**config.mk**
```make
export PLATFORM = sky130hd
export DESIGN_NAME = dmem_arbiter
export DESIGN_NICKNAME = d
export VERILOG_FILES = /design/src/rtl/dmem_arb_pkg.sv /design/src/rtl/dmem_arb_resp.sv /design/src/rtl/dmem_arbiter.sv
export SDC_FILE = /design/constraint.sdc
export NUM_CORES = 1
export LEC_CHECK = 0
export ABC_AREA = 1
export CAP_MARGIN = 20
export CORE_AREA = 2 2 121 123
export CTS_BUF_LIST = sky130_fd_sc_hd__clkbuf_4 sky130_fd_sc_hd__clkbuf_8
export CTS_CLUSTER_DIAMETER = 120
export CTS_CLUSTER_SIZE = 14
export DETAILED_ROUTE_END_ITERATION = 16
export DIE_AREA = 0 0 123 125
export GPL_TIMING_DRIVEN = 0
export PLACE_DENSITY = 0.68
export SLEW_MARGIN = 40
export SYNTH_ARGS = -nofsm -noshare
export SYNTH_HDL_FRONTEND = slang
export SYNTH_SLANG_ARGS = --single-unit
```
**constraint.sdc**
```tcl
create_clock -name clk -period 2.2 [get_ports clk]
set_clock_uncertainty 0.2 [all_clocks]
set_input_delay 0.44 -clock clk [delete_from_list [all_inputs] [get_ports clk]]
set_output_delay 0.44 -clock clk [all_outputs]
set_load 0.005 [all_outputs]
```
**src/rtl/dmem_arb_pkg.sv**
```systemverilog
// ----------------------------------------------------------------------------
// dmem_arb_pkg
// Shared types and encodings for the data-memory arbiter.
//   DATA_W      default data/address width used by the pipeline
//   arb_state_e arbitration FSM states (ARB, LOCK_E)
//   WR_*        memory write-control encodings (WR_NONE = no write)
//   RD_*        memory read-control encodings
//   OWNER_*     which requester owns the memory in the current cycle
// ----------------------------------------------------------------------------
package dmem_arb_pkg;

    localparam int DATA_W = 32;

    typedef enum logic {
        ARB    = 1'b0,
        LOCK_E = 1'b1
    } arb_state_e;

    localparam logic [2:0] WR_SW   = 3'b000;
    localparam logic [2:0] WR_SB   = 3'b001;
    localparam logic [2:0] WR_SH   = 3'b010;
    localparam logic [2:0] WR_NONE = 3'b011;

    localparam logic [2:0] RD_LB  = 3'b000;
    localparam logic [2:0] RD_LH  = 3'b001;
    localparam logic [2:0] RD_LW  = 3'b010;
    localparam logic [2:0] RD_LBU = 3'b100;
    localparam logic [2:0] RD_LHU = 3'b101;

    localparam logic [1:0] OWNER_C  = 2'd0;
    localparam logic [1:0] OWNER_E  = 2'd1;
    localparam logic [1:0] NO_OWNER = 2'd2;

endpackage

```
**src/rtl/dmem_arb_resp.sv**
```systemverilog
// ----------------------------------------------------------------------------
// dmem_arb_resp
// Per-requester response stage: captures the memory read data on the cycle
// the requester is granted and raises rvalid for exactly one cycle after.
//   clk, rst_n  clock, asynchronous active-low reset
//   gnt_i       this requester won the memory this cycle
//   rdata_i     combinational memory read data
//   rvalid_o    one-cycle response pulse
//   rdata_o     registered read data (holds between grants)
// ----------------------------------------------------------------------------
module dmem_arb_resp #(
    parameter int WIDTH = 32
) (
    input  logic             clk,
    input  logic             rst_n,
    input  logic             gnt_i,
    input  logic [WIDTH-1:0] rdata_i,
    output logic             rvalid_o,
    output logic [WIDTH-1:0] rdata_o
);

    logic             rvalid_q;
    logic [WIDTH-1:0] rdata_q;

    // Data only loads on a grant so the value of the last response stays
    // visible until this requester is served again.
    always_ff @(posedge clk or negedge rst_n) begin
        if (!rst_n) begin
            rvalid_q <= 1'b0;
            rdata_q  <= '0;
        end else begin
            rvalid_q <= gnt_i;
            if (gnt_i) begin
                rdata_q <= rdata_i;
            end
        end
    end

    assign rvalid_o = rvalid_q;
    assign rdata_o  = rdata_q;

endmodule

```
**src/rtl/dmem_arbiter.sv**
```systemverilog
// ----------------------------------------------------------------------------
// dmem_arbiter
// Shares a single-port data memory between the core (port C, fixed priority)
// and an external loader/debug port (port E). E is protected from starvation
// by a wait counter and can lock the memory for multi-beat bursts.
//   clk, rst_n                 clock, asynchronous active-low reset
//   c_* / e_*                  requester ports: req, addr, wdata, wr_ctrl,
//                              rd_ctrl in; gnt, rvalid, rdata out
//   c_stall                    core request refused this cycle
//   e_lock                     E keeps ownership after being granted
//   m_addr, m_wdata,
//   m_wr_ctrl, m_rd_ctrl       memory controls of the winning requester
//   m_rdata                    combinational memory read data
// Optional build macro DMEM_ARB_PERF_EN adds perf_clr (in) and saturating
// counters perf_c_stall_cnt / perf_e_wait_cnt (out).
// ----------------------------------------------------------------------------
module dmem_arbiter
    import dmem_arb_pkg::*;
#(
    parameter int WIDTH    = DATA_W,
    parameter int MAX_WAIT = 4,
    parameter int CNT_W    = 4
) (
    input  logic             clk,
    input  logic             rst_n,
    input  logic             c_req,
    input  logic [WIDTH-1:0] c_addr,
    input  logic [WIDTH-1:0] c_wdata,
    input  logic [2:0]       c_wr_ctrl,
    input  logic [2:0]       c_rd_ctrl,
    output logic             c_gnt,
    output logic             c_stall,
    output logic             c_rvalid,
    output logic [WIDTH-1:0] c_rdata,
    input  logic             e_req,
    input  logic [WIDTH-1:0] e_addr,
    input  logic [WIDTH-1:0] e_wdata,
    input  logic [2:0]       e_wr_ctrl,
    input  logic [2:0]       e_rd_ctrl,
    input  logic             e_lock,
    output logic             e_gnt,
    output logic             e_rvalid,
    output logic [WIDTH-1:0] e_rdata,
    output logic [WIDTH-1:0] m_addr,
    output logic [WIDTH-1:0] m_wdata,
    output logic [2:0]       m_wr_ctrl,
    output logic [2:0]       m_rd_ctrl,
    input  logic [WIDTH-1:0] m_rdata
`ifdef DMEM_ARB_PERF_EN
    ,
    input  logic             perf_clr,
    output logic [CNT_W-1:0] perf_c_stall_cnt,
    output logic [CNT_W-1:0] perf_e_wait_cnt
`endif
);

    localparam logic [CNT_W-1:0] MAX_WAIT_C = CNT_W'(MAX_WAIT);

    arb_state_e       state_q;
    logic [CNT_W-1:0] waitCnt_q, waitCnt_d;
    logic [1:0]       owner;

    // Pick the single winner. Grants are forced low during reset so nothing
    // reaches the memory while rst_n is asserted.
    always_comb begin
        owner = NO_OWNER;
        if (!rst_n) begin
            owner = NO_OWNER;
        end else if (state_q == LOCK_E) begin
            if (e_req) owner = OWNER_E;
        end else if (e_req && (waitCnt_q == MAX_WAIT_C)) begin
            owner = OWNER_E;
        end else if (c_req) begin
            owner = OWNER_C;
        end else if (e_req) begin
            owner = OWNER_E;
        end
    end

    assign c_gnt   = (owner == OWNER_C);
    assign e_gnt   = (owner == OWNER_E);
    assign c_stall = c_req & ~c_gnt;

    // Only the winner's controls reach the memory; idle defaults to a
    // harmless word read of address 0 with writes disabled.
    always_comb begin
        m_addr    = '0;
        m_wdata   = '0;
        m_wr_ctrl = WR_NONE;
        m_rd_ctrl = RD_LW;
        if (owner == OWNER_C) begin
            m_addr    = c_addr;
            m_wdata   = c_wdata;
            m_wr_ctrl = c_wr_ctrl;
            m_rd_ctrl = c_rd_ctrl;
        end else if (owner == OWNER_E) begin
            m_addr    = e_addr;
            m_wdata   = e_wdata;
            m_wr_ctrl = e_wr_ctrl;
            m_rd_ctrl = e_rd_ctrl;
        end
    end

    // Starvation counter: counts refused E cycles up to MAX_WAIT, and resets
    // as soon as E is served or withdraws its request.
    always_comb begin
        waitCnt_d = '0;
        if (e_req && !e_gnt) begin
            waitCnt_d = (waitCnt_q == MAX_WAIT_C) ? waitCnt_q : waitCnt_q + 1'b1;
        end
    end

    // Lock FSM: the cycle in which e_lock drops still arbitrates as LOCK_E,
    // the release only takes effect on the following cycle.
    always_ff @(posedge clk or negedge rst_n) begin
        if (!rst_n) begin
            state_q   <= ARB;
            waitCnt_q <= '0;
        end else begin
            waitCnt_q <= waitCnt_d;
            case (state_q)
                ARB:     if (e_gnt && e_lock) state_q <= LOCK_E;
                LOCK_E:  if (!e_lock)         state_q <= ARB;
                default: state_q <= ARB;
            endcase
        end
    end

    dmem_arb_resp #(.WIDTH(WIDTH)) u_resp_c (
        .clk      (clk),
        .rst_n    (rst_n),
        .gnt_i    (c_gnt),
        .rdata_i  (m_rdata),
        .rvalid_o (c_rvalid),
        .rdata_o  (c_rdata)
    );

    dmem_arb_resp #(.WIDTH(WIDTH)) u_resp_e (
        .clk      (clk),
        .rst_n    (rst_n),
        .gnt_i    (e_gnt),
        .rdata_i  (m_rdata),
        .rvalid_o (e_rvalid),
        .rdata_o  (e_rdata)
    );

`ifdef DMEM_ARB_PERF_EN
    logic [CNT_W-1:0] perfCStall_q;
    logic [CNT_W-1:0] perfEWait_q;

    // Saturating performance counters with a synchronous clear.
    always_ff @(posedge clk or negedge rst_n) begin
        if (!rst_n) begin
            perfCStall_q <= '0;
            perfEWait_q  <= '0;
        end else if (perf_clr) begin
            perfCStall_q <= '0;
            perfEWait_q  <= '0;
        end else begin
            if (c_stall && (perfCStall_q != '1)) perfCStall_q <= perfCStall_q + 1'b1;
            if (e_req && !e_gnt && (perfEWait_q != '1)) perfEWait_q <= perfEWait_q + 1'b1;
        end
    end

    assign perf_c_stall_cnt = perfCStall_q;
    assign perf_e_wait_cnt  = perfEWait_q;
`endif

endmodule

```
==> flow_summary.yaml <==
outcome:
  outcome: "finished with violations"
  violations: "hold timing, setup timing"
worst_setup_path:
  worstPathRequired_ps: 1560
  r2r_start: "waitCnt_q[0]"
  slowest_stage: "dfrtp_1"
  crit_path_start: "waitCnt_q[0]"
  max_stage_delay_ps: 410
  worstPathMaxFanout: 6
  endpoint_kind: "output port"
  path_cells: "inv_2 > ha_4 > nand4_1 > nand2_2 > inv_4 > buf_12 > buf_8 > buf_6 > buf_6 > nand2_2 > nand2_1 > buf_2"
  crit_type: "reg -> out"
  critical_path_arrival_ps: 1990
  cp-start-kind: "register"
timing:
  fin_setup_tns_ps: -25210
  fin_ws_ps: -428
  fin_crit_ps: 2630
  max_slew.worst_pin.slew_ps: 535
  finalHoldWorstSlack_ps: -14.3
  hold_viol_final: 23
  rsz0062_at_grt: "true"
  fin_crit_sh: 1.19
  max_slew_margin: 0.643
  drv_slew: 0
  max_freq_ghz: 0.380
  finalSetupViolCount: 73
floorplanning:
  chipHeight_um: 125
  dieArea_um2: 15400
  fp.dieW_um: 123
  ioPinCount: 316
  initial_core_util: 0.254
  row_count: 44
  floorplan.core_area_um2: 14200
placement:
  hpwl_um: 12900
  gp_congestion: 0.845
  portBuffers: 315
  preCtsSetupSlack_ps: -1220
  dpl_cell_area_um2: 7020
cts:
  clockBufferDepth: 2
  clockRootBuffer: "clkbuf_8"
  numCtsBuffers: 9
  clock_latency_ps: 340
  cts_max_level: 3
  tritoncts: "built"
  clk_pin_slew_ps: 70
  clock-sinks: 71
global_route:
  grt_overflow: 0
  grt_max_degree: 25
  grt_pass1_wl_um: 25900
  grtUsageTotal: 0.225
  grt_pass1_vias: 4620
  antenna_found_initial: 0
route:
  dr.pass1.iters: 4
  wire_per_inst_um: 16.7
  drt_wl_total_um: 17900
  num_vias: 4662
  postRouteAntennaNets: 0
  via_per_inst: 4.34
  drc_errors: 0
  drt_iter0_drc: 172
hold_path:
  hold_path_class: "in -> async"
finish:
  n_fill_cell: 1316
  stdcell_area_um2: 8000
  finalNetCount: 1067
  synthToLayoutAreaGrowth_pct: 122
  diodes: 0
  drive_gt1_frac: 0.285
  utilization: 0.563
synth:
  synth.net_count: 687
  synth_area_um2: 3610
  yosysWarnings: 0
  yosys.cell_types.count: 21
  ys_seq_area_frac: 0.492
  ys_seq_elements: 71
  syn_avg_cell_area_um2: 7.11
  synthCells: 508
job:
  drv_cap: 0
power_and_ir_drop:
  peakVddDrop_uv: 375
  p_per_area_nw_per_um2: 535
  p_leak_nw: 4.03
-- sequential cells by signal, summed over array words and instances (netlist names) --
signal / count
waitCnt_q: 4
u_resp_c.rdata_o: 32
u_resp_c.rvalid_o: 1
u_resp_e.rdata_o: 32
u_resp_e.rvalid_o: 1
state_q: 1
-- layout make-up --
class	count	area [um2]	area share
Timing Repair Buffer	373	3590	0.449
Tap cell	184	230	0.0288
Buffer	24	231	0.0289
Inverter	44	168	0.0210
Sequential cell	71	1780	0.222
Clock inverter	1	5.00	0.000626
Multi-Input combinational cell	365	1830	0.228
Clock buffer	13	166	0.0208
-- logic make-up after synthesis --
group	Yosys count	share of synthesized area
compound gates	67	0.0946
xor+xnor	2	0.00485
fa+ha+maj	2	0.00693
buf+inv	72	0.0856
flops	71	0.492
simple gates	294	0.316
-- stage by stage --
step / total power, W / std cells
6_report: 0.00428 / 1075
5_1_grt: 0.00455 / 1075
4_1_cts: 0.00428 / 1071
3_5_place_dp: 0.00316 / 1008
3_3_place_gp: 0.00314 / 1007
2_1_floorplan: 0.00204 / 508
-- cells in the mapped netlist (all sizes together) --
library cell  count  area (um2)
o21ai            64         320
nand4             3        18.8
buf              21         118
nor2              4        15.0
nor3b             1        12.5
a21oi             2        13.8
nand3             3        20.0
nand2           280        1050
xor2              1        8.76
clkbuf            7        26.3
o21a              1        7.51
dfrtp            71        1780
ha                2        25.0
xnor2             1        8.76
inv              44         165
nand3b            3        22.5
-- cells in the final DEF, fill, tap and decap left out, drive strengths merged --
cell type and n:
xnor2 1, o21a 1, nand3 3, nor3b 1, o21ai 64, nand3b 3
ha 2, inv 44, dlygate4sd3 1, xor2 1, clkbuf 22, bufbuf 1
nand2 280, a21oi 2, clkdlybuf4s50 239, clkinv 1, dlygate4sd2 2, buf 145
nand4 3, dfrtp 71, nor2 4
-- where the power goes --
part / switching, W / internal [W] / total, W / leakage, nW
registers: 0.000125 / 0.00152 / 0.00165 / 0.888
clock network: 0.000457 / 0.000483 / 0.000940 / 0.0922
logic: 0.000641 / 0.00104 / 0.00169 / 3.05
-- worst max-delay path, delay by kind of cell, from the launching register on --
family | cells | cell delay [ps]
adder cells (fa/ha/maj) | 1 | 150
buffers and inverters | 7 | 720
flip-flops | 1 | 410
AND/OR/NAND/NOR | 4 | 360
-- per-layer routing --
metal,up-vias,global-route usage,wire (um)
li1,2308,-,-
met1,2146,0.277,7200
met2,184,0.381,8900
met3,24,0.0744,1480
met4,0,0.0501,312
met5,-,0,0
-- repair_timing --
item | in CTS | in global routing
gates cloned | 10 | 1
buffers inserted | 36 | 9
hold buffers | 3 | 0
endpoints found under the setup margin | 73 | 73
resized for setup | 419 | 68
hold endpoints to repair | 47 | 0
pin swaps | 12 | 18
-- worst paths after layout --
| kind | to | slack, ps | cells past startpoint |
|---|---|---|---|
| setup reg to reg | waitCnt_q[0] | 200 | 9 |
| hold reg to reg | u_resp_e.rdata_o[19] | 280 | 2 |
| hold / removal | u_resp_e.rdata_o[5] | -10 | 2 |
| setup / recovery | m_addr[27] | -430 | 12 |
| min in group clk | waitCnt_q[0] | 180 | 4 |
| max in group asynchronous | u_resp_c.rdata_o[7] | 1050 | 3 |
Power figures use the tool's default switching activity.
